**config.mk**
```make
export PLATFORM = sky130hd
export DESIGN_NAME = fetch_queue_unit
export DESIGN_NICKNAME = d
export VERILOG_FILES = /design/src/rtl/fetch_queue_unit.sv
export SDC_FILE = /design/constraint.sdc
export NUM_CORES = 1
export LEC_CHECK = 0
export ABC_CLOCK_PERIOD_IN_PS = 2920
export CAP_MARGIN = 20
export CORE_MARGIN = 8
export CORE_UTILIZATION = 33
export CTS_CLUSTER_SIZE = 14
export DETAILED_ROUTE_END_ITERATION = 6
export PLACE_DENSITY = 0.66
export SLEW_MARGIN = 20
export SYNTH_ARGS = -nofsm -noshare
export SYNTH_HDL_FRONTEND = slang
export SYNTH_SLANG_ARGS = --single-unit
```
**constraint.sdc**
```tcl
create_clock -name i_clk -period 2.92 [get_ports i_clk]
set_input_delay 0.584 -clock i_clk [delete_from_list [all_inputs] [get_ports i_clk]]
set_output_delay 0.584 -clock i_clk [all_outputs]
set_load 0.005 [all_outputs]
```
**src/rtl/fetch_queue_unit.sv**
```systemverilog
// ============================================================================
// Module   : fetch_queue_unit
// Summary  : Instruction-fetch stage. Owns the PC and buffers {instr, pc}
//            pairs for decode in a prefetch FIFO. Redirects flush the queue.
//            Optional FETCH_PERF_CNT_EN adds stall/flush counters.
// Revision : 1.0 - initial release
// ============================================================================
`default_nettype none

module fetch_queue_unit #(
    parameter int                    DATA_WIDTH = 32,
    parameter int                    ADDR_WIDTH = 32,
    parameter int                    DEPTH      = 4,
    parameter logic [ADDR_WIDTH-1:0] RESET_PC   = 32'h0040_0000
) (
    input  logic                         i_clk,
    input  logic                         i_rst_n,
    input  logic                         i_pll_lock,
    output logic [ADDR_WIDTH-1:0]        o_imem_addr,
    output logic                         o_imem_req,
    input  logic [DATA_WIDTH-1:0]        i_imem_rdata,
    input  logic                         i_redirect,
    input  logic [ADDR_WIDTH-1:0]        i_redirect_pc,
    output logic                         o_valid,
    input  logic                         i_ready,
    output logic [DATA_WIDTH-1:0]        o_instr,
    output logic [ADDR_WIDTH-1:0]        o_pc,
    output logic [$clog2(DEPTH):0]       o_count,
    output logic                         o_full,
    output logic                         o_empty
`ifdef FETCH_PERF_CNT_EN
    ,
    output logic [31:0]                  o_stall_cycles,
    output logic [31:0]                  o_flush_count
`endif
);

    localparam int C_PTR_W = $clog2(DEPTH);
    localparam int C_CNT_W = C_PTR_W + 1;

    typedef enum logic [0:0] {
        ST_WAIT_LOCK = 1'b0,
        ST_RUN       = 1'b1
    } state_t;

    state_t                  state_q, state_d;
    logic [ADDR_WIDTH-1:0]   pc_q, pc_d;
    logic [C_PTR_W-1:0]      rd_ptr_q, rd_ptr_d;
    logic [C_PTR_W-1:0]      wr_ptr_q, wr_ptr_d;
    logic [C_CNT_W-1:0]      count_q, count_d;

    logic [DATA_WIDTH-1:0]   instr_mem_q [DEPTH];
    logic [ADDR_WIDTH-1:0]   pc_mem_q    [DEPTH];

    logic                    w_full;
    logic                    w_empty;
    logic                    w_pop;
    logic                    w_push;

    assign w_full  = (count_q == C_CNT_W'(DEPTH));
    assign w_empty = (count_q == '0);
    assign w_pop   = ~w_empty & i_ready & ~i_redirect;
    // A full queue still accepts a fetch when the head leaves in the same cycle.
    assign w_push  = (state_q == ST_RUN) & i_pll_lock & ~i_redirect & (~w_full | w_pop);

    always_comb begin
        state_d = state_q;
        case (state_q)
            ST_WAIT_LOCK: if (i_pll_lock)  state_d = ST_RUN;
            ST_RUN:       if (!i_pll_lock) state_d = ST_WAIT_LOCK;
            default:      state_d = ST_WAIT_LOCK;
        endcase
    end

    always_comb begin
        pc_d     = pc_q;
        rd_ptr_d = rd_ptr_q;
        wr_ptr_d = wr_ptr_q;
        count_d  = count_q;
        if (i_redirect) begin
            // Targets are word aligned; the low two bits are discarded.
            pc_d     = i_redirect_pc & ~ADDR_WIDTH'(3);
            rd_ptr_d = '0;
            wr_ptr_d = '0;
            count_d  = '0;
        end else begin
            if (w_push) begin
                wr_ptr_d = wr_ptr_q + 1'b1;
                pc_d     = pc_q + ADDR_WIDTH'(4);
            end
            if (w_pop) begin
                rd_ptr_d = rd_ptr_q + 1'b1;
            end
            count_d = count_q + C_CNT_W'(w_push) - C_CNT_W'(w_pop);
        end
    end

    always_ff @(posedge i_clk) begin
        if (!i_rst_n) begin
            state_q  <= ST_WAIT_LOCK;
            pc_q     <= RESET_PC;
            rd_ptr_q <= '0;
            wr_ptr_q <= '0;
            count_q  <= '0;
        end else begin
            state_q  <= state_d;
            pc_q     <= pc_d;
            rd_ptr_q <= rd_ptr_d;
            wr_ptr_q <= wr_ptr_d;
            count_q  <= count_d;
        end
    end

    // Storage needs no reset: an empty queue masks the head to zero.
    always_ff @(posedge i_clk) begin
        if (i_rst_n && w_push) begin
            instr_mem_q[wr_ptr_q] <= i_imem_rdata;
            pc_mem_q[wr_ptr_q]    <= pc_q;
        end
    end

    assign o_imem_addr = pc_q;
    assign o_imem_req  = w_push;
    assign o_valid     = ~w_empty;
    assign o_instr     = w_empty ? '0 : instr_mem_q[rd_ptr_q];
    assign o_pc        = w_empty ? '0 : pc_mem_q[rd_ptr_q];
    assign o_count     = count_q;
    assign o_full      = w_full;
    assign o_empty     = w_empty;

`ifdef FETCH_PERF_CNT_EN
    logic [31:0] stall_q;
    logic [31:0] flush_q;
    logic        w_stall;

    assign w_stall = (state_q == ST_RUN) & w_full & ~w_pop & ~i_redirect;

    always_ff @(posedge i_clk) begin
        if (!i_rst_n) begin
            stall_q <= '0;
            flush_q <= '0;
        end else begin
            if (w_stall && (stall_q != 32'hFFFF_FFFF)) stall_q <= stall_q + 32'd1;
            if (i_redirect && (flush_q != 32'hFFFF_FFFF)) flush_q <= flush_q + 32'd1;
        end
    end

    assign o_stall_cycles = stall_q;
    assign o_flush_count  = flush_q;
`endif

endmodule

`default_nettype wire

```
# After elaboration in Yosys (flattened, before gate mapping)
# Memories as Yosys holds them, arrays and structs flattened. A register that Yosys moved wholly into a read port is not among the register bits.
# Cells that the tools add are included.
classes:
  add_sub_neg: 5
  eq_ne: 1
  mux: 11
  n_bitwise: 10
  n_reduce_logical: 4
op_table:
  columns: ["op", "count"]
  rows:
  - ["32-bit 2-to-1 mux", 4]
  - ["32-bit by 3-bit adder with 32-bit output (second input constant)", 1]
  - ["2-bit 2-to-1 mux", 4]
  - ["1-bit bitwise AND", 5]
  - ["2-bit by 1-bit adder with 2-bit output (second input constant)", 2]
  - ["1-bit NOT", 4]
  - ["3-bit by 1-bit adder with 3-bit output", 1]
  - ["3-bit equality test (second input constant)", 1]
  - ["3-bit logical NOT", 1]
  - ["1-bit 2-to-1 mux", 3]
  - ["3-bit by 1-bit subtractor with 3-bit output", 1]
  - ["2-bit nonzero test", 1]
  - ["2-bit OR reduction", 1]
  - ["1-bit logical AND", 1]
  - ["1-bit bitwise OR", 1]
word_totals:
  ff_bits: 40
  mem_bits_rw: 256
  in_bits: 69
  output_inout_bits: 103
  elab_cells: 39
  mem_count: 2
mem_list:
  columns: ["memory", "words", "width", "rd", "rd_clocked_by_memory_dff", "wr", "line", "text"]
  rows:
  - ["instr_mem_q", 4, 32, 1, 1, 1, "52", "logic [DATA_WIDTH-1:0] instr_mem_q [DEPTH];"]
  - ["pc_mem_q", 4, 32, 1, 1, 1, "53", "logic [ADDR_WIDTH-1:0] pc_mem_q [DEPTH];"]

# Longest topological paths before layout
# Gate-level depths: netlist (run 1).
depth:
  depth_word: 9
  depth_mapped: 10
  ltp_nobuf: 9

# Worst setup path before layout (run 1)
# OpenSTA, ideal clock, no wires.
synth_timing:
  path_type: "input to register"
  from: "input port i_ready"
  to: "memory instr_mem_q[0][0] (enable)"
  setup_time_ps: 427
  arrival_ps: 2654
  required_time_ps: 2493
  path_slack_ps: -161
  path_stages: 4
  n_path_buf: 1
  cell_sequence: "or4b_1 > and3_1 > clkbuf_1 > and3_1"
synth_via:
  elab_chain_cells: 7
synth_rtl:
  columns: ["item", "line", "text"]
  rows:
  - ["start: declaration", "25", "input logic i_ready,"]
  - ["1-bit bitwise AND (2 in series)", "62", "assign w_pop = ~w_empty & i_ready & ~i_redirect;"]
  - ["1-bit bitwise OR", "64", "assign w_push = (state_q == ST_RUN) & i_pll_lock & ~i_redirect & (~w_full | w_pop);"]
  - ["1-bit bitwise AND", "64", null]
  - ["1-bit logical AND", "116", "if (i_rst_n && w_push) begin"]
  - ["1-bit 2-to-1 mux", "116", null]
  - ["1-bit 2-to-1 mux (implied by the code)", "117", "instr_mem_q[wr_ptr_q] <= i_imem_rdata;"]
  - ["end: declaration", "52", null]
# Every way passes these cells.

==> impl_metrics.tcl, run 1 <==
set metrics [dict create \
    outcome "finished clean" \
    tritoncts "yes" \
    globalRouteTotalUtil_pct 13.16 \
    leakagePower_nw 5.145 \
    synth-edff-count 248 \
    vias_per_cell 4.835 \
    num_vias 6575 \
    synth_top_family_by_area "multiplexers" \
    synth_simple_gate_area_share_pct 8.692 \
    die_w_um 203.5 \
    finalInstanceArea_mm2 0.01509 \
    fin_crit_sh_pct 96.64 \
    synth_cells 670 \
    synthMuxAreaShare_pct 12.03 \
    ctsHoldBuffers 0 \
    hold_path_class "reg -> reg" \
    worstPathMaxFanout 17 \
    path_cells "buf_12 -> mux4_2 -> and2_1 -> clkdlybuf4s50_1" \
    drc 0 \
    final-hold-violation-count 0 \
    initialDrtViolationCount 374 \
    p_per_area_mw_per_mm2 557.2 \
    die_y_um 203.5 \
    reg2reg_depth 9 \
    holdPathStages 2 \
    synth-main-ff-cell "edfxtp_1" \
    ys_top_cells_by_area "edfxtp_1 (64%), mux4_2 (12%), dfxtp_1 (6.9%)" \
    worstPathArrival_ns 2.24 \
    grt_max_degree 47 \
    grt_pass1_vias 6823 \
    drtAntennaViolNets 0 \
    grt_pass1_wl_um 42190 \
    avgSynthCellArea_um2 17.32 \
    synthXorXnorAreaFrac_pct 2.491 \
    cts_root_buffer "clkbuf_16" \
    finalSetupViolCount 0 \
    multi_input_area_mm2 0.003164 \
    cts_buffer_depth 3 \
    start_util_pct 33.51 \
    slowest_delay_ns 0.50 \
    clkPwrFrac_pct 40.8 \
    ys_types 45 \
    pwr-share-comb_pct 4.5 \
    cts_num_sinks 288 \
    instances_no_fill 1360 \
    p_int_w 0.006661 \
    crit_slowest_cell "mux4_2" \
    overflow 0 \
    cts_buffers 30 \
    placed_cell_area_mm2 0.01415 \
    synth_area_mm2 0.01160 \
    relSlewSlack_pct 56.68 \
    htree_levels 1 \
    nets 959 \
    async_flop_share_pct 0 \
    endpoint_kind "output port" \
    worst_slew_pin_slew_ns 0.6439 \
    first_pass_iters 4 \
    cap_violations 0 \
    num-fill-cells 3071 \
    peakVddDrop_mv 0.4362 \
    cp.required_ns 2.34 \
    synth_top_cell_by_area "edfxtp_1" \
    ys_seq_area_share_pct 71.09 \
    syn_to_final_growth_pct 30.06 \
    final_cell_mix "edfxtp_1 (248), clkdlybuf4s50_1 (109), and2_1 (66), mux4_2 (62), dlygate4sd2_1 (56)" \
    seqCellArea_mm2 0.008255 \
    final_common_cell "edfxtp_1" \
    drt-total-wl_um 28100 \
    min_period_ns 2.822 \
    switching_share_pct 20.77 \
    startpoint_type "register" \
    wl_per_cell_um 20.66 \
    antenna_found_initial 0 \
    row_count 68 \
    drive_above_1_share_pct 18.34 \
    dp.cells 1291 \
    yosys_warnings 0 \
    ios 172 \
    power_switching_w 0.001746 \
    ys_ff_latch 288 \
    dieArea_mm2 0.04141 \
    max_freq_ghz 0.3544 \
    rsz0062_at_grt "false" \
    drv_slew 0 \
    clkTransAtPathRegs_ns 0.06 \
    critPathKind "reg -> out" \
    yosys.area.top_type_share_pct 64.19 \
    clk_latency_ns 0.54 \
    dp_hpwl_um 18810 \
    skew_ns 0.01244 \
    place_congestion 0.7817 \
    n_antenna_cell 0 \
    power.share.sequential_pct 54.6 \
    setup_tns_ns 0 \
    io_buffers 165 \
    worst_hold_slack_ns 0.5096 \
    coreArea_mm2 0.03463 \
    synth_compound_area_share_pct 2.782 \
    synth_fa_ha_area_share_pct 0.9274 \
]
==> final timing paths <==
check | startpoint | end | slack, ns
min | wr_ptr_q[1] | wr_ptr_q[1] | 0.51
max | register | o_instr[4] | 0.1
min reg2reg | wr_ptr_q[1] | wr_ptr_q[1] | 0.51
max reg2reg | o_count[1] | o_count[2] | 0.51
==> cell usage after synthesis (all sizes together) (8+ instances only) <==
cell type and number:
and2 67, mux4 62, xnor2 21, clkbuf 24, edfxtp 248, nand4 10, nand3 13, inv 9
nor2 12, nand2 36, and3 8, buf 15, a21oi 20, xor2 12, dfxtp 40, nor4 9
o21ai 25
==> power groups by stage <==
stage	Sequential [W]	Combinational (W)	Clock (W)
3_5_place_dp	0.00468	0.000393	0
5_1_grt	0.00460	0.000415	0.00369
6_report	0.00459	0.000382	0.00343
3_3_place_gp	0.00468	0.000391	0
4_1_cts	0.00459	0.000387	0.00353
2_1_floorplan	0.00466	0.000126	0
==> layer usage <==
layer  routed length, µm  track usage, %
met4                 385           2.694
met2               13000           21.00
met5                   0               0
met1               12820           18.19
met3                1892           3.078
==> worst max-delay path, delay by kind of cell (launching register included) <==
kind	cells	cell delay, ns
flops	1	0.41
mux	1	0.50
simple gates	1	0.16
buf+inv	2	0.63
==> repair_timing <==
| action | CTS | global route |
|---|---|---|
| setup buffers | 3 | 11 |
| hold endpoints to repair | 0 | 0 |
| gates cloned | 0 | 0 |
| endpoints found under the setup margin | 59 | 7 |
| gates resized for setup | 59 | 2 |
==> per-stage QoR <==
step / total power (W) / worst slack [ns] / util (%)
5_1_grt: 0.008702 / 0.009943 / 43.58
2_1_floorplan: 0.004784 / 0.2959 / -
3_5_place_dp: 0.005075 / 0.09100 / 40.87
3_3_place_gp: 0.005067 / 0.07877 / 40.87
6_report: 0.008407 / 0.09809 / 43.58
4_1_cts: 0.008515 / 0.001595 / 43.31
==> area by class of cell <==
| cell class | count | share of cell area [%] |
|---|---|---|
| clock buffers | 40 | 5.365 |
| clock inverters | 15 | 0.4561 |
| inverters | 10 | 0.2488 |
| multi-input cells | 336 | 20.97 |
| flip-flops and latches | 288 | 54.71 |
| well taps | 455 | 3.773 |
| repair buffers | 216 | 14.48 |
==> sequential cells by signal (all words and copies together), names as in the netlist, named ones only <==
signal	flops
instr_mem_q	128
o_count	3
o_imem_addr	30
pc_mem_q	120
rd_ptr_q	2
state_q	1
wr_ptr_q	2
==> logic make-up (layout without fill, tap and decap cells) <==
logic type | Yosys count | count (layout)
AO/OA/AOI/OAI | 56 | 56
XOR/XNOR | 33 | 33
adder cells (fa/ha/maj) | 8 | 8
buffers and inverters | 49 | 281
flip-flops | 288 | 288
multiplexers | 62 | 62
other | 1 | 4
AND/OR/NAND/NOR | 173 | 173
(Power assumes the default switching activity.)
==> run 2, diff against run 1 <==
MAX_ROUTING_LAYER = met4   (was unset)
PLACE_DENSITY = 0.63   (was 0.66)
==> impl_metrics.tcl, run 2 (synthesis gave the netlist of run 1 again) <==
set metrics [dict create \
    outcome "finished clean" \
    max_freq_ghz 0.3531 \
    htree_levels 1 \
    clkTransAtPathRegs_ns 0.06 \
    nets 948 \
    dp.cells 1285 \
    regMostFlops "instr_mem_q" \
    cp.required_ns 2.34 \
    wl_per_cell_um 21.23 \
    setup_tns_ns 0 \
    first_pass_iters 4 \
    grt_pass1_vias 6877 \
    relSlewSlack_pct 48.16 \
    antenna_found_initial 1 \
    p_per_area_mw_per_mm2 569.4 \
    vias_per_cell 4.837 \
    row_count 68 \
    die_y_um 203.5 \
    worst_slew_pin_slew_ns 0.7705 \
    grt_max_degree 45 \
    fin_crit_sh_pct 96.98 \
    start_util_pct 33.51 \
    worstPathMaxFanout 11 \
    final-hold-violation-count 0 \
    drtAntennaViolNets 0 \
    clk_latency_ns 0.54 \
    hp-start "wr_ptr_q[1]" \
    fin_util_pct 43.57 \
    num-fill-cells 3116 \
    drive_above_1_share_pct 17.92 \
    wl_met1_um 13230 \
    place_congestion 0.7735 \
    seqCellArea_mm2 0.008255 \
    startpoint_type "register" \
    tritoncts "yes" \
    globalRouteTotalUtil_pct 13.88 \
    instances_no_fill 1349 \
    die_w_um 203.5 \
    wl_met2_um 13510 \
    endpoint_kind "output port" \
    rsz0062_at_grt "true" \
    cts_buffer_depth 3 \
    dr_wl_met3_um 1450 \
    cts_root_buffer "clkbuf_16" \
    dieArea_mm2 0.04141 \
    syn_to_final_growth_pct 30.03 \
    hold_path_class "reg -> reg" \
    largest_reg_flops 128 \
    worstPathArrival_ns 2.25 \
    io_buffers 165 \
    final_common_cell "edfxtp_1" \
    min_to "wr_ptr_q[1]" \
    coreArea_mm2 0.03463 \
    multi_input_area_mm2 0.003167 \
    reg2reg_depth 9 \
    finalInstanceArea_mm2 0.01509 \
    reg2reg_from "o_count[2]" \
    cts_buffers 30 \
    num_vias 6525 \
    placed_cell_area_mm2 0.01402 \
    drt-total-wl_um 28640 \
    drc 0 \
    ctsHoldBuffers 0 \
    p_total_w 0.008590 \
    critPathKind "reg -> out" \
    top_signal_layer_used "met4" \
    rr_endpoint "o_count[2]" \
    overflow 0 \
    finalSetupViolCount 0 \
    ff2ff_setup_slack_ns 0.48 \
    drv_slew 0 \
    cts_num_sinks 288 \
    dp_hpwl_um 17830 \
    final_cell_mix "edfxtp_1 (248), clkdlybuf4s50_1 (105), and2_1 (65), mux4_2 (62), dlygate4sd2_1 (60)" \
    ios 172 \
    initialDrtViolationCount 318 \
    grt_pass1_wl_um 42700 \
    leakagePower_nw 5.148 \
    holdPathStages 2 \
    cap_violations 0 \
    min_period_ns 2.832 \
    skew_ns 0.008859 \
    peakVddDrop_mv 0.4055 \
]
==> run 2: changes by cell type in the layout (fill, tap and decap cells not counted), moves of 3 or more <==
cell             before  now
clkinv_1             10    7
dlygate4sd2_1        56   60
buf_12               16   11
buf_4                34   23
clkdlybuf4s50_1     109  105
buf_16                1    4
==> run 2: area by class of cell <==
cell class	instances	share of cell area, %
diodes	1	0.01659
clock buffers	41	5.664
clock inverters	13	0.5639
inverters	10	0.2488
multi-input cells	336	20.99
flip-flops and latches	288	54.72
well taps	455	3.773
repair buffers	205	14.02
==> run 2: layer usage <==
layer	track usage, %	up-vias
met5	-	-
met4	2.849	0
met1	18.76	3304
li1	-	2996
met2	21.66	191
met3	2.729	34
==> run 2: power by group <==
part           switching, W  leakage [nW]  internal (W)
Clock               0.00149         0.456       0.00212
Combinational      0.000182          2.11      0.000221
Sequential        0.0000668          2.58       0.00451
Total               0.00174          5.15       0.00685
==> run 2: stage by stage <==
step,hold slack (ns),setup WS (ns)
2_1_floorplan,0.4692,0.2959
3_3_place_gp,0.4858,0.02881
3_5_place_dp,0.4959,0.07163
4_1_cts,0.5044,0.007323
5_1_grt,0.5373,-0.008427
6_report,0.5094,0.08812
==> run 2: how the worst max path moves through the flow <==
| stage | startpoint | end | slack [ns] | cells past startpoint |
|---|---|---|---|---|
| floorplan | i_redirect | o_count[2] | 0.30 | 10 |
| global placement | i_ready | o_count[2] | 0.03 | 9 |
| detailed placement | i_ready | o_count[2] | 0.07 | 9 |
| CTS | register | o_instr[26] | 0.007 | 4 |
| global route | register | o_pc[25] | -0.008 | 5 |
| finish | register | o_pc[30] | 0.09 | 5 |
==> run 2: critical path, cell delays in order, from the launching register on <==
cell	delay, ns
dfxtp_4	0.41
buf_4	0.15
buf_16	0.17
mux4_2	0.50
and2_1	0.17
dlygate4sd2_1	0.30
==> run 2: repair_timing <==
item	4_1_cts	5_1_grt
hold endpoints to repair	0	0
endpoints found under the setup margin	60	3
gates cloned	3	1
buffers inserted	2	3
resized for setup	67	3
pin swaps	0	1
